==> src/rtl/multicycle_controller_pkg.sv <==
// Shared encodings for the multicycle controller: FSM states, instruction classes,
// datapath mux selects and ARM condition codes.
package multicycle_pkg;

  typedef enum logic [3:0] {
    FETCH      = 4'd0,
    DECODE     = 4'd1,
    EXECUTE    = 4'd2,
    ALU_WB     = 4'd3,
    MEM_ADDR   = 4'd4,
    MEM_READ   = 4'd5,
    MEM_WB     = 4'd6,
    MEM_WRITE  = 4'd7,
    BRANCH     = 4'd8
  } state_e;

  // instruction[27:26]
  localparam logic [1:0] ITYPE_DP  = 2'b00;
  localparam logic [1:0] ITYPE_MEM = 2'b01;
  localparam logic [1:0] ITYPE_BR  = 2'b10;
  localparam logic [1:0] ITYPE_ILL = 2'b11;

  localparam logic [1:0] SRCB_REG  = 2'b00;
  localparam logic [1:0] SRCB_IMM  = 2'b01;
  localparam logic [1:0] SRCB_FOUR = 2'b10;

  localparam logic [1:0] RES_ALUOUT = 2'b00;
  localparam logic [1:0] RES_MEM    = 2'b01;
  localparam logic [1:0] RES_ALU    = 2'b10;

  localparam logic [3:0] COND_EQ = 4'b0000;
  localparam logic [3:0] COND_NE = 4'b0001;
  localparam logic [3:0] COND_CS = 4'b0010;
  localparam logic [3:0] COND_CC = 4'b0011;
  localparam logic [3:0] COND_MI = 4'b0100;
  localparam logic [3:0] COND_PL = 4'b0101;
  localparam logic [3:0] COND_VS = 4'b0110;
  localparam logic [3:0] COND_VC = 4'b0111;
  localparam logic [3:0] COND_HI = 4'b1000;
  localparam logic [3:0] COND_LS = 4'b1001;
  localparam logic [3:0] COND_GE = 4'b1010;
  localparam logic [3:0] COND_LT = 4'b1011;
  localparam logic [3:0] COND_GT = 4'b1100;
  localparam logic [3:0] COND_LE = 4'b1101;
  localparam logic [3:0] COND_AL = 4'b1110;
  localparam logic [3:0] COND_NV = 4'b1111;

  // Bit positions inside the NZCV nibble
  localparam int FLAG_N = 3;
  localparam int FLAG_Z = 2;
  localparam int FLAG_C = 1;
  localparam int FLAG_V = 0;

endpackage

==> src/rtl/multicycle_controller_if.sv <==
// Decode-field / control bundle between the multicycle controller (slave) and the
// datapath driving it (master).
interface multicycle_controller_if;

  logic [1:0] instr_type;
  logic [3:0] cond;
  logic       i_bit;
  logic       s_bit;
  logic [3:0] rd;
  logic [3:0] alu_flags;
  logic       mem_ready;

  logic       mem_req;
  logic       mem_we;
  logic       adr_src;
  logic       ir_write;
  logic       pc_write;
  logic       alu_src_a;
  logic [1:0] alu_src_b;
  logic [1:0] result_src;
  logic       reg_write;
  logic [3:0] flags;
  logic       illegal_instr;

  modport slave (
    input  instr_type, cond, i_bit, s_bit, rd, alu_flags, mem_ready,
    output mem_req, mem_we, adr_src, ir_write, pc_write, alu_src_a,
           alu_src_b, result_src, reg_write, flags, illegal_instr
  );

  modport master (
    output instr_type, cond, i_bit, s_bit, rd, alu_flags, mem_ready,
    input  mem_req, mem_we, adr_src, ir_write, pc_write, alu_src_a,
           alu_src_b, result_src, reg_write, flags, illegal_instr
  );

endinterface

==> src/rtl/multicycle_controller_cond_unit.sv <==
// Combinational ARM condition check: cond field against current NZCV, 1111 never passes.
module cond_unit
  import multicycle_pkg::*;
(
  input  logic [3:0] cond,
  input  logic [3:0] flags,
  output logic       pass
);

  logic n, z, c, v;

  assign n = flags[FLAG_N];
  assign z = flags[FLAG_Z];
  assign c = flags[FLAG_C];
  assign v = flags[FLAG_V];

  always_comb begin
    pass = 1'b0;
    case (cond)
      COND_EQ: pass = z;
      COND_NE: pass = ~z;
      COND_CS: pass = c;
      COND_CC: pass = ~c;
      COND_MI: pass = n;
      COND_PL: pass = ~n;
      COND_VS: pass = v;
      COND_VC: pass = ~v;
      COND_HI: pass = c & ~z;
      COND_LS: pass = ~c | z;
      COND_GE: pass = (n == v);
      COND_LT: pass = (n != v);
      COND_GT: pass = ~z & (n == v);
      COND_LE: pass = z | (n != v);
      COND_AL: pass = 1'b1;
      default: pass = 1'b0;
    endcase
  end

endmodule

==> src/rtl/multicycle_controller.sv <==
// Multicycle ARM-subset control FSM. Define COND_EXEC_EN to enable conditional
// execution and the NZCV flags register; otherwise every instruction runs as AL.
module multicycle_controller
  import multicycle_pkg::*;
(
  input  logic                    clk,
  input  logic                    reset,
  multicycle_controller_if.slave  bus
);

  state_e     state_q;
  logic [3:0] flags_q;
  logic       cond_pass;

`ifdef COND_EXEC_EN
  logic [3:0] flags_d;

  cond_unit u_cond (
    .cond  (bus.cond),
    .flags (flags_q),
    .pass  (cond_pass)
  );

  always_comb begin
    flags_d = flags_q;
    if (state_q == ALU_WB && bus.s_bit) flags_d = bus.alu_flags;
  end

  always_ff @(posedge clk) begin
    if (reset) flags_q <= 4'b0000;
    else       flags_q <= flags_d;
  end
`else
  logic unused_cond_fields;

  assign cond_pass          = 1'b1;
  assign flags_q            = 4'b0000;
  assign unused_cond_fields = ^{bus.cond, bus.alu_flags};
`endif

  assign bus.flags = flags_q;

  always_ff @(posedge clk) begin
    if (reset) begin
      state_q <= FETCH;
    end else begin
      case (state_q)
        FETCH:     if (bus.mem_ready) state_q <= DECODE;
        DECODE: begin
          if (!cond_pass) begin
            state_q <= FETCH;
          end else begin
            case (bus.instr_type)
              ITYPE_DP:  state_q <= EXECUTE;
              ITYPE_MEM: state_q <= MEM_ADDR;
              ITYPE_BR:  state_q <= BRANCH;
              default:   state_q <= FETCH;
            endcase
          end
        end
        EXECUTE:   state_q <= ALU_WB;
        ALU_WB:    state_q <= FETCH;
        MEM_ADDR:  state_q <= bus.s_bit ? MEM_READ : MEM_WRITE;
        MEM_READ:  if (bus.mem_ready) state_q <= MEM_WB;
        MEM_WB:    state_q <= FETCH;
        MEM_WRITE: if (bus.mem_ready) state_q <= FETCH;
        BRANCH:    state_q <= FETCH;
        default:   state_q <= FETCH;
      endcase
    end
  end

  // Outputs decode the registered state; reset forces them quiet in the reset cycle itself.
  always_comb begin
    bus.mem_req       = 1'b0;
    bus.mem_we        = 1'b0;
    bus.adr_src       = 1'b0;
    bus.ir_write      = 1'b0;
    bus.pc_write      = 1'b0;
    bus.alu_src_a     = 1'b0;
    bus.alu_src_b     = SRCB_REG;
    bus.result_src    = RES_ALUOUT;
    bus.reg_write     = 1'b0;
    bus.illegal_instr = 1'b0;
    if (!reset) begin
      case (state_q)
        FETCH: begin
          bus.mem_req    = 1'b1;
          bus.alu_src_a  = 1'b1;
          bus.alu_src_b  = SRCB_FOUR;
          bus.result_src = RES_ALU;
          bus.ir_write   = bus.mem_ready;
          bus.pc_write   = bus.mem_ready;
        end
        DECODE: begin
          bus.illegal_instr = cond_pass && (bus.instr_type == ITYPE_ILL);
        end
        EXECUTE: begin
          bus.alu_src_b = bus.i_bit ? SRCB_IMM : SRCB_REG;
        end
        ALU_WB: begin
          bus.reg_write  = 1'b1;
          bus.result_src = RES_ALUOUT;
          bus.pc_write   = (bus.rd == 4'd15);
        end
        MEM_ADDR: begin
          bus.alu_src_b = SRCB_IMM;
        end
        MEM_READ: begin
          bus.mem_req = 1'b1;
          bus.adr_src = 1'b1;
        end
        MEM_WB: begin
          bus.reg_write  = 1'b1;
          bus.result_src = RES_MEM;
          bus.pc_write   = (bus.rd == 4'd15);
        end
        MEM_WRITE: begin
          bus.mem_req = 1'b1;
          bus.mem_we  = 1'b1;
          bus.adr_src = 1'b1;
        end
        BRANCH: begin
          bus.alu_src_a  = 1'b1;
          bus.alu_src_b  = SRCB_IMM;
          bus.result_src = RES_ALU;
          bus.pc_write   = 1'b1;
        end
        default: ;
      endcase
    end
  end

endmodule
==> src/flat_wrapper.sv <==
// flat-port wrapper written by rule: the top's interface ports become plain ports
module multicycle_controller_flat import multicycle_pkg::*;
  (clk, reset, bus_instr_type, bus_cond, bus_i_bit, bus_s_bit, bus_rd, bus_alu_flags, bus_mem_ready, bus_mem_req, bus_mem_we, bus_adr_src, bus_ir_write, bus_pc_write, bus_alu_src_a, bus_alu_src_b, bus_result_src, bus_reg_write, bus_flags, bus_illegal_instr);
  multicycle_controller_if bus_i ();
  input  logic clk;
  input  logic reset;
  input wire logic [$bits(bus_i.instr_type)-1:0] bus_instr_type;
  input wire logic [$bits(bus_i.cond)-1:0] bus_cond;
  input wire logic [$bits(bus_i.i_bit)-1:0] bus_i_bit;
  input wire logic [$bits(bus_i.s_bit)-1:0] bus_s_bit;
  input wire logic [$bits(bus_i.rd)-1:0] bus_rd;
  input wire logic [$bits(bus_i.alu_flags)-1:0] bus_alu_flags;
  input wire logic [$bits(bus_i.mem_ready)-1:0] bus_mem_ready;
  output wire logic [$bits(bus_i.mem_req)-1:0] bus_mem_req;
  output wire logic [$bits(bus_i.mem_we)-1:0] bus_mem_we;
  output wire logic [$bits(bus_i.adr_src)-1:0] bus_adr_src;
  output wire logic [$bits(bus_i.ir_write)-1:0] bus_ir_write;
  output wire logic [$bits(bus_i.pc_write)-1:0] bus_pc_write;
  output wire logic [$bits(bus_i.alu_src_a)-1:0] bus_alu_src_a;
  output wire logic [$bits(bus_i.alu_src_b)-1:0] bus_alu_src_b;
  output wire logic [$bits(bus_i.result_src)-1:0] bus_result_src;
  output wire logic [$bits(bus_i.reg_write)-1:0] bus_reg_write;
  output wire logic [$bits(bus_i.flags)-1:0] bus_flags;
  output wire logic [$bits(bus_i.illegal_instr)-1:0] bus_illegal_instr;
  assign bus_i.instr_type = bus_instr_type;
  assign bus_i.cond = bus_cond;
  assign bus_i.i_bit = bus_i_bit;
  assign bus_i.s_bit = bus_s_bit;
  assign bus_i.rd = bus_rd;
  assign bus_i.alu_flags = bus_alu_flags;
  assign bus_i.mem_ready = bus_mem_ready;
  assign bus_mem_req = bus_i.mem_req;
  assign bus_mem_we = bus_i.mem_we;
  assign bus_adr_src = bus_i.adr_src;
  assign bus_ir_write = bus_i.ir_write;
  assign bus_pc_write = bus_i.pc_write;
  assign bus_alu_src_a = bus_i.alu_src_a;
  assign bus_alu_src_b = bus_i.alu_src_b;
  assign bus_result_src = bus_i.result_src;
  assign bus_reg_write = bus_i.reg_write;
  assign bus_flags = bus_i.flags;
  assign bus_illegal_instr = bus_i.illegal_instr;
  multicycle_controller u_core (.clk(clk), .reset(reset), .bus(bus_i));
endmodule
==> config.mk <==
export PLATFORM = sky130hd
export DESIGN_NAME = multicycle_controller_flat
export DESIGN_NICKNAME = d
export VERILOG_FILES = /design/src/rtl/multicycle_controller_pkg.sv /design/src/rtl/multicycle_controller_if.sv /design/src/rtl/multicycle_controller_cond_unit.sv /design/src/rtl/multicycle_controller.sv /design/src/flat_wrapper.sv
export SDC_FILE = /design/constraint.sdc
export NUM_CORES = 1
export LEC_CHECK = 0
export ABC_AREA = 1
export BUFFER_PORTS_ARGS = -buffer_cell sky130_fd_sc_hd__buf_2
export CAP_MARGIN = 20
export CORE_AREA = 2 2 39 41
export DETAILED_ROUTE_END_ITERATION = 6
export DIE_AREA = 0 0 41 43
export PLACE_DENSITY = 0.67
export SLEW_MARGIN = 20
export SYNTH_ARGS = -nofsm -noshare
export SYNTH_HDL_FRONTEND = slang
export SYNTH_HIERARCHICAL = 1
export SYNTH_SLANG_ARGS = --single-unit
==> constraint.sdc <==
create_clock -name clk -period 1.6 [get_ports clk]
set_input_delay 0.32 -clock clk [delete_from_list [all_inputs] [get_ports clk]]
set_output_delay 0.32 -clock clk [all_outputs]
set_load 0.05 [all_outputs]
; ---- Word-level counts from Yosys, hierarchy flattened
; Cells that the tools add are included.
[word_totals]
inputBits = 19
output_inout_bits = 16
regBits = 4
wordCells = 51
[op_classes]
n_reduce_logical = 8
n_mux = 27
n_eq_ne = 15
[op_table]
columns = op, count
row1 = $pmux 4 s6, 1
row2 = $eq 4x3->1 const B, 4
row3 = $mux 1, 16
row4 = $mux 4, 3
row5 = $pmux 4 s3, 1
row6 = $eq 4x2->1 const B, 2
row7 = $eq 4x4->1 const B, 2
row8 = $reduce_or 2->1, 4
row9 = $mux 2, 3
row10 = $ne 2x2->1 const B, 3
row11 = $pmux 2 s3, 1
row12 = $eq 2x2->1 const B, 2
row13 = $eq 4x1->1 const B, 1
row14 = $logic_not 4->1, 1
row15 = $pmux 2 s2, 1
row16 = $pmux 1 s3, 1
row17 = $reduce_and 3->1, 1
row18 = $reduce_or 3->1, 1
row19 = $eq 2x1->1 const B, 1
row20 = $logic_not 2->1, 1

; ---- Longest topological paths before layout
; Gate-level depths: netlist (run 1).
[logic_depth]
ltp_word = 4
depth_mapped = 7
mapped_depth_nobuf = 7

; ---- Worst setup path before layout (run 1)
; OpenSTA, ideal clock, no wires.
[synth_timing]
path_kind = register -> output
startpoint = reg u_core.state_q[1]
endpoint = out bus_result_src[1]
slack_ns = -0.828
path_stages_with_launch = 6
t_arrival_ns = 2.108
n_path_buf = 2
cell_sequence = dfxtp_1 buf_2 nor2_1 inv_1 nor3_1 buf_4
[synth_via]
elab_chain_cells = 4
[synth_lines]
columns = element, line
row1 = from (decl), multicycle_controller.sv:11  ; state_e state_q;
row2 = from (signal assigned), multicycle_controller.sv:63  ; MEM_ADDR: state_q <= bus.s_bit ? MEM_READ : MEM_WRITE;
row3 = $eq 4x4->1 or $logic_not 4->1 (tied branches), multicycle_controller.sv:86  ; case (state_q)
row4 = $reduce_or 2->1 (no source line), -
row5 = $pmux 2 s2 *, multicycle_controller.sv:86
row6 = $mux 2 *, multicycle_controller.sv:85  ; if (!reset) begin
row7 = to (decl), flat_wrapper.sv:21  ; output wire logic [$bits(bus_i.result_src)-1:0] bus_result_src;
; Every way passes the cells marked *; elsewhere a longest branch is shown, timed or not.

; ---- Worst setup path in the final report (run 1)
[layout_timing]
startpoint = reg u_core.state_q[2]
endpoint = out bus_mem_req
[layout_via]
elab_chain_cells = 4
[layout_lines]
columns = element, line
row1 = $eq 4x3->1 or $logic_not 4->1 (tied branches), multicycle_controller.sv:86
row2 = $reduce_or 3->1 (no source line) *, -
row3 = $mux 1 *, multicycle_controller.sv:86
row4 = $mux 1 *, multicycle_controller.sv:85
row5 = to (decl), flat_wrapper.sv:14  ; output wire logic [$bits(bus_i.mem_req)-1:0] bus_mem_req;
; Marked as above.

==> results of run 1 <==
==> layout make-up <==
type / instances / area, um2 / share of cell area
multi-input combinational: 52 / 359 / 0.451
timing repair buffer: 33 / 256 / 0.322
sequential: 4 / 95.1 / 0.119
inverter: 10 / 40.0 / 0.0502
clock buffer: 4 / 26.3 / 0.0330
tap: 16 / 20.0 / 0.0251
==> final timing paths <==
path,depth (start not counted),endpoint,slack [ns]
max,6,bus_mem_req,-0.03
min,2,u_core/state_q[3],0.29
max reg2reg,5,u_core/state_q[3],0.47
min reg2reg,3,u_core/state_q[1],0.60
==> through the flow <==
stage                     total power, mW  std cells
after floorplan                     0.320         73
after global placement              0.368        110
after detailed placement            0.370        110
after CTS                           0.543        116
after global routing                0.614        119
final                               0.572        119
==> kinds of logic after synthesis <==
family / synth area share
flip-flops: 0.194
other: 0.00908
AO/OA/AOI/OAI: 0.170
buffers and inverters: 0.203
AND/OR/NAND/NOR: 0.424
==> what timing repair did <==
item,CTS,global route
pin swaps,3,4
endpoints found under the setup margin,10,12
buffers inserted,2,3
gates resized for setup,23,21
==> layout by cell type (no fill, tap or decap), drive strengths merged <==
cell type  count
or2            1
nor3           5
and3           1
o211ai         1
o21ai          2
conb           4
buf           31
o22ai          1
nand2         12
inv           10
nand4          1
nand3          7
nor2           8
a21oi          7
dfxtp          4
nor4           1
clkbuf         6
a22oi          1
==> routing by layer <==
layer  part of all wire  GRT usage  wire (um)  vias up
met3              0.043     0.0471         53        0
met4                  0     0.0533          0        0
met2               0.54      0.241        662       17
li1                   -          -          -      289
met5                  0          0          0        -
met1               0.42      0.181        516      253
==> report_power, final <==
| group | internal, mW | switching [mW] |
|---|---|---|
| Sequential | 0.105 | 0.0134 |
| Combinational | 0.116 | 0.205 |
| Clock | 0.0934 | 0.0389 |
| Total | 0.315 | 0.257 |
==> worst reg2reg max path, cell delays in order (launching register included) <==
cell	delay, ns
dfxtp_4	0.36
nor2_4	0.16
buf_6	0.13
nand2_4	0.06
buf_4	0.13
nor4_1	0.18
==> flow_results.xml, run 1 <==
<?xml version="1.0" encoding="UTF-8"?>
<metrics>
  <group name="cts">
    <metric name="cts_tree" unit="">done</metric>
    <metric name="tritoncts_num_sinks" unit="">4</metric>
    <metric name="worst_skew_pair.late_latency" unit="ns">0.23</metric>
    <metric name="clock_root_buffer" unit="">clkbuf_4</metric>
    <metric name="clk_path_buf_depth" unit="">2</metric>
    <metric name="numCtsBuffers" unit="">3</metric>
    <metric name="number_of_h_tree_branching_levels" unit="">1</metric>
    <metric name="clk_pin_slew" unit="ns">0.04</metric>
    <metric name="postCtsHoldBufs" unit="">0</metric>
  </group>
  <group name="final_layout">
    <metric name="registers_with_the_highest_flip_flop_counts" unit="">u_core/state_q x4</metric>
    <metric name="n_antenna_cell" unit="">0</metric>
    <metric name="finish.net_count" unit="">123</metric>
    <metric name="top_register_by_number_of_flip_flops" unit="">u_core/state_q</metric>
    <metric name="num-fill-cells" unit="">133</metric>
    <metric name="share_of_final_layout_standard_cells_stronger_than_drive_strength_1" unit="">0.602</metric>
    <metric name="syn2layout_area_growth" unit="%">93.0</metric>
    <metric name="design_area" unit="um2">797</metric>
    <metric name="final_util" unit="">0.576</metric>
    <metric name="largest_register_ffs" unit="">4</metric>
  </group>
  <group name="drt">
    <metric name="wire_per_inst" unit="um">10.4</metric>
    <metric name="detailedRoute.firstPassIterationCount" unit="">3</metric>
    <metric name="detail-route-antenna-nets" unit="">0</metric>
    <metric name="drc_errors" unit="">0</metric>
    <metric name="vias_cell" unit="">4.70</metric>
    <metric name="vias" unit="">559</metric>
    <metric name="detail_route.wirelength" unit="um">1230</metric>
    <metric name="drt_first_iter_violations" unit="">6</metric>
  </group>
  <group name="placed_design">
    <metric name="dpl.hpwl" unit="um">872</metric>
    <metric name="io_buffers" unit="">22</metric>
    <metric name="place_ws" unit="ns">0.0275</metric>
    <metric name="gp_routability_congestion" unit="">0.841</metric>
    <metric name="placed_cell_area" unit="um2">607</metric>
  </group>
  <group name="timing">
    <metric name="setup_viol_count_final" unit="">6</metric>
    <metric name="final.hold.worst_slack" unit="ns">0.285</metric>
    <metric name="unrepaired_setup_endpoints_after_global_routing" unit="">yes</metric>
    <metric name="setup_ws" unit="ns">-0.0262</metric>
    <metric name="setup_total_negative_slack" unit="ns">-0.0841</metric>
    <metric name="final.setup_skew" unit="ns">0.00466</metric>
    <metric name="report.final.slew_viol_count" unit="">0</metric>
    <metric name="count_of_endpoints_failing_hold_in_the_final_timing_report" unit="">0</metric>
    <metric name="max_freq" unit="MHz">615</metric>
    <metric name="post-route-min-period" unit="ns">1.63</metric>
    <metric name="final_min_period_over_clock_period" unit="">1.02</metric>
  </group>
  <group name="setup_path">
    <metric name="path_class" unit="">flop to output port</metric>
    <metric name="cp_top_family" unit="">simple AND/OR/NAND/NOR gates</metric>
    <metric name="crit_path_start_kind" unit="">flop</metric>
    <metric name="timing.critical_path.slowest_stage_cell" unit="">dfxtp_4</metric>
    <metric name="critical_path.reg2reg.startpoint" unit="">u_core/state_q[3]</metric>
    <metric name="cp-startpoint" unit="">u_core/state_q[2]</metric>
    <metric name="slowest_delay" unit="ns">0.37</metric>
    <metric name="timing.critical_path.cells" unit="">inv_2, nor2_4, inv_2, nor3_4, or2_4, buf_8</metric>
    <metric name="critical_path.most_common_cell" unit="">inv_2</metric>
    <metric name="worstPathArrival" unit="ns">1.31</metric>
    <metric name="critical_path_buf_inv_count" unit="">3</metric>
    <metric name="critPathRequiredTime" unit="ns">1.28</metric>
    <metric name="worst_setup_path_end_kind" unit="">output port</metric>
    <metric name="timing.critical_path.fanout_max" unit="">4</metric>
  </group>
  <group name="logic_synthesis">
    <metric name="async_reset_ff_frac" unit="">0</metric>
    <metric name="yosysTopAreaCell" unit="">dfxtp_1</metric>
    <metric name="post_synthesis_instance_area" unit="um2">413</metric>
    <metric name="area_share_of_the_leading_cell_type_in_the_synthesized_netlist" unit="">0.194</metric>
    <metric name="ys_warn_count" unit="">6</metric>
    <metric name="yosys.cell_count.top_type" unit="">nand2_1</metric>
    <metric name="synth.ff_latch_count" unit="">4</metric>
    <metric name="seq_area_frac_synth" unit="">0.194</metric>
    <metric name="average_size_of_a_mapped_cell" unit="um2">5.90</metric>
    <metric name="synth_edf_count" unit="">0</metric>
    <metric name="synth_top_cells_by_count" unit="">nand2_1 (12), a21oi_1 (7), inv_1 (7), nand3_1 (7), nor2_1 (6)</metric>
    <metric name="synth_cells" unit="">70</metric>
    <metric name="synth.top_cells.by_area" unit="">dfxtp_1 (19%), nand2_1 (11%), buf_4 (9.1%)</metric>
    <metric name="post_synth_num_cell_types" unit="">24</metric>
    <metric name="synth-main-ff-cell" unit="">dfxtp_1</metric>
  </group>
  <group name="global_routing">
    <metric name="global_route.overflow_total" unit="">0</metric>
    <metric name="grt_start_max_net_pins" unit="">12</metric>
    <metric name="global_route_wire_length_before_repair" unit="um">1870</metric>
    <metric name="number_of_antenna_violations_at_the_first_check_in_global_routing" unit="">0</metric>
    <metric name="grtUsageTotal" unit="">0.151</metric>
    <metric name="number_of_global_route_vias_before_repair" unit="">499</metric>
  </group>
  <group name="die">
    <metric name="placeableCoreArea" unit="um2">1380</metric>
    <metric name="fp.dieW" unit="um">41</metric>
    <metric name="start_util" unit="">0.298</metric>
    <metric name="row_count" unit="">14</metric>
    <metric name="area_of_the_die" unit="um2">1760</metric>
    <metric name="design.portCount" unit="">35</metric>
    <metric name="die_h" unit="um">43</metric>
  </group>
  <group name="worst_hold_path">
    <metric name="holdCritPathClass" unit="">input port to flop</metric>
    <metric name="worst_hold_startpoint" unit="">bus_instr_type[0]</metric>
  </group>
  <group name="power_and_ir_drop">
    <metric name="irDropWorstVdd" unit="mV">0.467</metric>
    <metric name="power.leakage" unit="nW">0.386</metric>
    <metric name="p_per_area" unit="nW/um2">718</metric>
  </group>
  <group name="outcome">
    <metric name="result_of_the_run" unit="">finished with violations</metric>
    <metric name="violations" unit="">negative setup slack</metric>
  </group>
  <group name="flow_run">
    <metric name="drv_cap" unit="">0</metric>
  </group>
</metrics>
No activity file was read; power rests on OpenSTA's default activity.
==> inputs of run 2 (changes only) <==
--- a/config.mk
+++ b/config.mk
@@ -8,10 +8,10 @@
 export ABC_AREA = 1
 export BUFFER_PORTS_ARGS = -buffer_cell sky130_fd_sc_hd__buf_2
 export CAP_MARGIN = 20
-export CORE_AREA = 2 2 39 41
+export CORE_MARGIN = 1.5
+export CORE_UTILIZATION = 30
 export DETAILED_ROUTE_END_ITERATION = 6
-export DIE_AREA = 0 0 41 43
-export PLACE_DENSITY = 0.67
+export PLACE_DENSITY = 0.65
 export SLEW_MARGIN = 20
 export SYNTH_ARGS = -nofsm -noshare
 export SYNTH_HDL_FRONTEND = slang
==> run 2 against run 1 <==
- the flow still finishes with violations (negative setup slack)
- cell count decreased by 0.84%
- total power grew 0.76%
- clock-buffer cell count is the same
- register-to-register slack worse by 0.06 ns
- fmax down 3.9%
- sequential share of layout area fell by 0.49 points
==> flow_results.xml, run 2 (synthesis gave the netlist of run 1 again) <==
<?xml version="1.0" encoding="UTF-8"?>
<metrics>
  <group name="outcome">
    <metric name="result_of_the_run" unit="">finished with violations</metric>
    <metric name="violations" unit="">negative setup slack</metric>
  </group>
  <group name="final_layout">
    <metric name="post_layout_nonfiller_instances" unit="">118</metric>
    <metric name="design_area" unit="um2">810</metric>
    <metric name="n_antenna_cell" unit="">0</metric>
    <metric name="largest_register_ffs" unit="">4</metric>
    <metric name="final_common_cell" unit="">buf_4</metric>
    <metric name="layout_common_cells" unit="">buf_4 (12), buf_2 (10), buf_6 (10)</metric>
    <metric name="registers_with_the_highest_flip_flop_counts" unit="">u_core/state_q x4</metric>
    <metric name="finish.net_count" unit="">123</metric>
    <metric name="share_of_final_layout_standard_cells_stronger_than_drive_strength_1" unit="">0.641</metric>
    <metric name="syn2layout_area_growth" unit="%">96.1</metric>
    <metric name="top_register_by_number_of_flip_flops" unit="">u_core/state_q</metric>
  </group>
  <group name="drt">
    <metric name="wire_per_inst" unit="um">11.1</metric>
    <metric name="detail_route.wirelength" unit="um">1300</metric>
    <metric name="vias_cell" unit="">4.88</metric>
    <metric name="drc_errors" unit="">0</metric>
    <metric name="drt_first_iter_violations" unit="">14</metric>
    <metric name="detailedRoute.firstPassIterationCount" unit="">4</metric>
    <metric name="vias" unit="">576</metric>
    <metric name="detail-route-antenna-nets" unit="">0</metric>
  </group>
  <group name="setup_path">
    <metric name="crit_path_start_kind" unit="">flop</metric>
    <metric name="r2r-end" unit="">u_core/state_q[0]</metric>
    <metric name="worst_setup_path_end_kind" unit="">output port</metric>
    <metric name="worstPathArrival" unit="ns">1.37</metric>
    <metric name="worst_r2r_path_depth" unit="">7</metric>
    <metric name="timing.critical_path.fanout_max" unit="">4</metric>
    <metric name="critical_path.reg2reg.startpoint" unit="">u_core/state_q[2]</metric>
    <metric name="path_class" unit="">flop to output port</metric>
    <metric name="cp-startpoint" unit="">u_core/state_q[2]</metric>
    <metric name="critPathRequiredTime" unit="ns">1.28</metric>
    <metric name="reg2reg_slack" unit="ns">0.41</metric>
  </group>
  <group name="timing">
    <metric name="setup_ws" unit="ns">-0.0916</metric>
    <metric name="final.hold.worst_slack" unit="ns">0.282</metric>
    <metric name="max_freq" unit="MHz">591</metric>
    <metric name="post-route-min-period" unit="ns">1.69</metric>
    <metric name="count_of_endpoints_failing_hold_in_the_final_timing_report" unit="">0</metric>
    <metric name="setup_viol_count_final" unit="">7</metric>
    <metric name="final_min_period_over_clock_period" unit="">1.06</metric>
    <metric name="unrepaired_setup_endpoints_after_global_routing" unit="">yes</metric>
    <metric name="report.final.slew_viol_count" unit="">0</metric>
    <metric name="final.setup_skew" unit="ns">0.00214</metric>
  </group>
  <group name="cts">
    <metric name="number_of_h_tree_branching_levels" unit="">1</metric>
    <metric name="clk_pin_slew" unit="ns">0.04</metric>
    <metric name="clock_root_buffer" unit="">clkbuf_4</metric>
    <metric name="numCtsBuffers" unit="">3</metric>
    <metric name="clk_path_buf_depth" unit="">2</metric>
    <metric name="worst_skew_pair.late_latency" unit="ns">0.23</metric>
    <metric name="cts_tree" unit="">done</metric>
    <metric name="tritoncts_num_sinks" unit="">4</metric>
  </group>
  <group name="placed_design">
    <metric name="gp_routability_congestion" unit="">0.838</metric>
    <metric name="placed_cell_area" unit="um2">598</metric>
    <metric name="dpl.hpwl" unit="um">821</metric>
    <metric name="placedCellCount" unit="">108</metric>
    <metric name="io_buffers" unit="">22</metric>
  </group>
  <group name="power_and_ir_drop">
    <metric name="p_per_area" unit="nW/um2">712</metric>
    <metric name="overall_power_of_the_completed_layout" unit="mW">0.577</metric>
    <metric name="irDropWorstVdd" unit="mV">0.517</metric>
    <metric name="power.leakage" unit="nW">0.381</metric>
  </group>
  <group name="global_routing">
    <metric name="number_of_antenna_violations_at_the_first_check_in_global_routing" unit="">0</metric>
    <metric name="grtUsageTotal" unit="">0.181</metric>
    <metric name="global_route.overflow_total" unit="">0</metric>
    <metric name="global_route_wire_length_before_repair" unit="um">1950</metric>
    <metric name="grt_start_max_net_pins" unit="">15</metric>
    <metric name="number_of_global_route_vias_before_repair" unit="">482</metric>
  </group>
  <group name="die">
    <metric name="design.portCount" unit="">35</metric>
    <metric name="placeableCoreArea" unit="um2">1280</metric>
    <metric name="fp.dieW" unit="um">40.1</metric>
    <metric name="area_of_the_die" unit="um2">1610</metric>
    <metric name="die_h" unit="um">40.1</metric>
    <metric name="row_count" unit="">13</metric>
    <metric name="start_util" unit="">0.321</metric>
  </group>
  <group name="worst_hold_path">
    <metric name="worst_hold_startpoint" unit="">bus_instr_type[0]</metric>
    <metric name="worst_hold_path.num_cells" unit="">2</metric>
    <metric name="whs_endpoint" unit="">u_core/state_q[3]</metric>
    <metric name="holdCritPathClass" unit="">input port to flop</metric>
  </group>
  <group name="flow_run">
    <metric name="drv_cap" unit="">0</metric>
  </group>
</metrics>
run 2: cell type report:
| cell class | instances | area (um2) |
|---|---|---|
| inverter | 10 | 37.5 |
| clock buffer | 4 | 26.3 |
| multi-input combinational | 52 | 367 |
| sequential | 4 | 92.6 |
| tap | 15 | 18.8 |
| timing repair buffer | 33 | 268 |
| fill | 127 | 475 |
run 2: worst max-delay path by stage:
| stage | slack (ns) | cells after the start | end |
|---|---|---|---|
| after global placement | 0.05 | 6 | bus_pc_write |
| final | -0.09 | 6 | bus_mem_req |
| after CTS | -0.04 | 7 | bus_pc_write |
| after global routing | -0.16 | 7 | bus_pc_write |
| after detailed placement | 0.03 | 5 | bus_mem_req |
| after floorplan | -0.33 | 5 | bus_result_src[1] |
run 2: metrics by stage:
stage	setup WS (ns)	utilization	TNS [ns]
2_1_floorplan	-0.334	-	-0.735
3_3_place_gp	0.0475	0.465	0
3_5_place_dp	0.0329	0.465	0
4_1_cts	-0.0395	0.570	-0.101
5_1_grt	-0.161	0.630	-0.980
6_report	-0.0916	0.630	-0.427
run 2: per-layer routing:
layer	track usage	routed length, um
met1	0.214	512
met2	0.315	721
met3	0.0500	70
met4	0.0517	0
met5	0	0
run 2: what timing repair did:
| action | 4_1_cts | 5_1_grt |
|---|---|---|
| pin swaps | 6 | 7 |
| hold buffers | 0 | 0 |
| resized for setup | 27 | 22 |
| setup endpoints to repair | 10 | 11 |
| cloned | 0 | 0 |
| buffers inserted | 4 | 2 |
run 2: where the power goes:
group | internal, mW | total [mW] | switching [mW]
Combinational | 0.117 | 0.324 | 0.207
Clock | 0.0936 | 0.135 | 0.0413
Sequential | 0.105 | 0.118 | 0.0127
run 2: critical path, stage by stage (launching register included):
cell and delay, ns:
dfxtp_4 0.37, inv_2 0.05, nor2_4 0.16, inv_2 0.10, nor3_4 0.18, or2_4 0.15, buf_8 0.13
==> inputs of run 3 (changes only) <==
--- a/config.mk
+++ b/config.mk
@@ -5,13 +5,11 @@
 export SDC_FILE = /design/constraint.sdc
 export NUM_CORES = 1
 export LEC_CHECK = 0
-export ABC_AREA = 1
 export BUFFER_PORTS_ARGS = -buffer_cell sky130_fd_sc_hd__buf_2
 export CAP_MARGIN = 20
 export CORE_MARGIN = 1.5
 export CORE_UTILIZATION = 30
 export DETAILED_ROUTE_END_ITERATION = 6
-export PLACE_DENSITY = 0.65
 export SLEW_MARGIN = 20
 export SYNTH_ARGS = -nofsm -noshare
 export SYNTH_HDL_FRONTEND = slang
==> run 3 against run 2 <==
- the flow still finishes with violations (negative setup slack)
- clock-buffer cell count shrank 1
- combinational power shrank 14%
- sequential share of layout area is 0.55 points higher
- largest cell class unchanged
- clock skew decreased by 0.0012 ns
- area after synthesis is 2.1% higher
- fmax increased by 2.4%
==> flow_results.xml, run 3 <==
<?xml version="1.0" encoding="UTF-8"?>
<metrics>
  <group name="final_layout">
    <metric name="registers_with_the_highest_flip_flop_counts" unit="">u_core/state_q x4</metric>
    <metric name="share_of_final_layout_standard_cells_stronger_than_drive_strength_1" unit="">0.656</metric>
    <metric name="top_register_by_number_of_flip_flops" unit="">u_core/state_q</metric>
    <metric name="layout_common_cells" unit="">buf_2 (10), buf_6 (10), buf_4 (7)</metric>
    <metric name="design_area" unit="um2">793</metric>
    <metric name="finish.net_count" unit="">111</metric>
    <metric name="n_antenna_cell" unit="">0</metric>
    <metric name="largest_register_ffs" unit="">4</metric>
    <metric name="num-fill-cells" unit="">121</metric>
    <metric name="syn2layout_area_growth" unit="%">88.1</metric>
  </group>
  <group name="cts">
    <metric name="clk_path_buf_depth" unit="">2</metric>
    <metric name="worst_skew_pair.late_latency" unit="ns">0.23</metric>
    <metric name="tritoncts_num_sinks" unit="">4</metric>
    <metric name="clk_pin_slew" unit="ns">0.04</metric>
    <metric name="post-cts-setup-buffer-count" unit="">0</metric>
    <metric name="numCtsBuffers" unit="">3</metric>
    <metric name="cts_tree" unit="">done</metric>
    <metric name="clock_root_buffer" unit="">clkbuf_4</metric>
    <metric name="number_of_h_tree_branching_levels" unit="">1</metric>
    <metric name="postCtsHoldBufs" unit="">0</metric>
  </group>
  <group name="timing">
    <metric name="report.final.slew_viol_count" unit="">0</metric>
    <metric name="setup_ws" unit="ns">-0.0514</metric>
    <metric name="final.hold.worst_slack" unit="ns">0.271</metric>
    <metric name="post-route-min-period" unit="ns">1.65</metric>
    <metric name="setup_viol_count_final" unit="">1</metric>
    <metric name="unrepaired_setup_endpoints_after_global_routing" unit="">yes</metric>
    <metric name="final_min_period_over_clock_period" unit="">1.03</metric>
    <metric name="final.setup_skew" unit="ns">0.000945</metric>
    <metric name="count_of_endpoints_failing_hold_in_the_final_timing_report" unit="">0</metric>
    <metric name="max_freq" unit="MHz">606</metric>
  </group>
  <group name="logic_synthesis">
    <metric name="yosys.cell_count.top_type" unit="">nor2_1</metric>
    <metric name="ys_warn_count" unit="">6</metric>
    <metric name="average_size_of_a_mapped_cell" unit="um2">6.80</metric>
    <metric name="seq_area_frac_synth" unit="">0.190</metric>
    <metric name="synth.top_cells.by_area" unit="">dfxtp_1 (19%), buf_4 (11%), nor2_1 (9.8%)</metric>
    <metric name="area_share_of_the_leading_cell_type_in_the_synthesized_netlist" unit="">0.190</metric>
    <metric name="synth.ff_latch_count" unit="">4</metric>
    <metric name="synth-main-ff-cell" unit="">dfxtp_1</metric>
    <metric name="synth_top_cells_by_count" unit="">nor2_1 (11), buf_4 (6), dfxtp_1 (4), inv_1 (4), nand2_1 (4)</metric>
    <metric name="async_reset_ff_frac" unit="">0</metric>
    <metric name="synth_cells" unit="">62</metric>
    <metric name="synth_edf_count" unit="">0</metric>
    <metric name="yosysTopAreaCell" unit="">dfxtp_1</metric>
    <metric name="post_synthesis_instance_area" unit="um2">422</metric>
    <metric name="post_synth_num_cell_types" unit="">30</metric>
  </group>
  <group name="setup_path">
    <metric name="worstPathArrival" unit="ns">1.33</metric>
    <metric name="timing.critical_path.fanout_max" unit="">5</metric>
    <metric name="critPathRequiredTime" unit="ns">1.28</metric>
    <metric name="slowest_delay" unit="ns">0.35</metric>
    <metric name="cp_top_family" unit="">simple AND/OR/NAND/NOR gates</metric>
    <metric name="timing.critical_path.cells" unit="">and2b_2, nand2_2, o22a_1, nor2_4, buf_6</metric>
    <metric name="critical_path_buf_inv_count" unit="">1</metric>
    <metric name="crit_path_start_kind" unit="">flop</metric>
    <metric name="worst_setup_path_end_kind" unit="">output port</metric>
    <metric name="timing.critical_path.slowest_stage_cell" unit="">dfxtp_4</metric>
    <metric name="path_class" unit="">flop to output port</metric>
  </group>
  <group name="global_routing">
    <metric name="number_of_antenna_violations_at_the_first_check_in_global_routing" unit="">0</metric>
    <metric name="global_route_wire_length_before_repair" unit="um">1820</metric>
    <metric name="grtUsageTotal" unit="">0.163</metric>
    <metric name="global_route.overflow_total" unit="">0</metric>
    <metric name="grt_start_max_net_pins" unit="">8</metric>
    <metric name="number_of_global_route_vias_before_repair" unit="">448</metric>
  </group>
  <group name="drt">
    <metric name="detailedRoute.firstPassIterationCount" unit="">4</metric>
    <metric name="drt_first_iter_violations" unit="">11</metric>
    <metric name="detail-route-antenna-nets" unit="">0</metric>
    <metric name="drc_errors" unit="">0</metric>
    <metric name="wire_per_inst" unit="um">11.2</metric>
    <metric name="vias_cell" unit="">4.88</metric>
    <metric name="detail_route.wirelength" unit="um">1180</metric>
    <metric name="vias" unit="">512</metric>
  </group>
  <group name="die">
    <metric name="placeableCoreArea" unit="um2">1300</metric>
    <metric name="row_count" unit="">13</metric>
    <metric name="area_of_the_die" unit="um2">1640</metric>
    <metric name="design.portCount" unit="">35</metric>
    <metric name="die_h" unit="um">40.5</metric>
    <metric name="fp.dieW" unit="um">40.5</metric>
    <metric name="start_util" unit="">0.324</metric>
  </group>
  <group name="placed_design">
    <metric name="dpl.hpwl" unit="um">902</metric>
    <metric name="gp_routability_congestion" unit="">0.856</metric>
    <metric name="placed_cell_area" unit="um2">623</metric>
    <metric name="io_buffers" unit="">22</metric>
  </group>
  <group name="flow_run">
    <metric name="drv_cap" unit="">0</metric>
  </group>
  <group name="power_and_ir_drop">
    <metric name="irDropWorstVdd" unit="mV">0.371</metric>
    <metric name="power.leakage" unit="nW">0.355</metric>
    <metric name="p_per_area" unit="nW/um2">651</metric>
  </group>
  <group name="worst_hold_path">
    <metric name="holdCritPathClass" unit="">input port to flop</metric>
  </group>
  <group name="outcome">
    <metric name="result_of_the_run" unit="">finished with violations</metric>
    <metric name="violations" unit="">negative setup slack</metric>
  </group>
</metrics>
==> run 3: changes by cell type after synthesis, sizes merged, moves of 2 or more <==
cell | before | now
nand2 | 12 | 4
inv | 10 | 4
nand3 | 7 | 1
a21oi | 7 | 3
nor2 | 8 | 12
buf | 6 | 9
nor3 | 5 | 3
xor2 | 0 | 2
==> run 3: cells by family (layout without fill, tap and decap cells) <==
group / count (synthesis) / after routing / share of synthesized area
other: 1 / 4 / 0.00889
AND/OR/NAND/NOR: 28 / 28 / 0.320
buffers and inverters: 13 / 38 / 0.193
flip-flops: 4 / 4 / 0.190
AO/OA/AOI/OAI: 13 / 13 / 0.226
XOR/XNOR: 3 / 3 / 0.0623
==> run 3: worst register-to-register path: stages, from the launching register on <==
cell and delay (ns):
dfxtp_4 0.35, or2_4 0.28, buf_4 0.16, o31ai_2 0.20, a32o_1 0.15
==> run 3: per-stage QoR <==
step / TNS (ns) / setup WS, ns / power (mW) / std cells / util
2_1_floorplan: -0.172 / -0.0824 / 0.290 / 65 / -
3_3_place_gp: 0 / 0.0106 / 0.344 / 102 / 0.479
3_5_place_dp: -0.0112 / -0.0112 / 0.344 / 102 / 0.479
4_1_cts: -0.135 / -0.0715 / 0.501 / 105 / 0.557
5_1_grt: -0.412 / -0.100 / 0.544 / 105 / 0.610
6_report: -0.0514 / -0.0514 / 0.516 / 105 / 0.610
==> run 3: timing repair <==
item | CTS | global route
hold endpoints to repair | 0 | 0
setup endpoints to repair | 12 | 11
pin swaps | 1 | 5
resized for setup | 29 | 19
==> run 3: where the power goes <==
part	total, mW	switching (mW)	leakage (nW)	internal [mW]
logic	0.278	0.167	0.306	0.111
registers	0.112	0.00976	0.0356	0.103
clock network	0.126	0.0418	0.0138	0.0840
==> run 3: worst paths after layout <==
kind	slack [ns]	end	cells after the start	startpoint
max reg2reg	0.39	u_core/state_q[1]	4	u_core/state_q[3]
max	-0.05	bus_pc_write	5	u_core/state_q[3]
min reg2reg	0.62	u_core/state_q[0]	2	u_core/state_q[2]
min	0.27	u_core/state_q[3]	2	bus_instr_type[0]
==> run 3: cell type report <==
class	count	area (um2)	area share
multi-input cells	48	367	0.462
repair buffers	31	273	0.344
flip-flops and latches	4	95.1	0.120
clock buffers	3	22.5	0.0284
well taps	15	18.8	0.0237
inverters	4	17.5	0.0221
==> run 3: routing by layer <==
layer / GRT usage / vias to the layer above / part of all wire
met5: 0 / - / 0
met4: 0 / 0 / 0
met3: 0.0500 / 0 / 0.065
met2: 0.278 / 23 / 0.54
met1: 0.211 / 230 / 0.39
li1: - / 259 / -
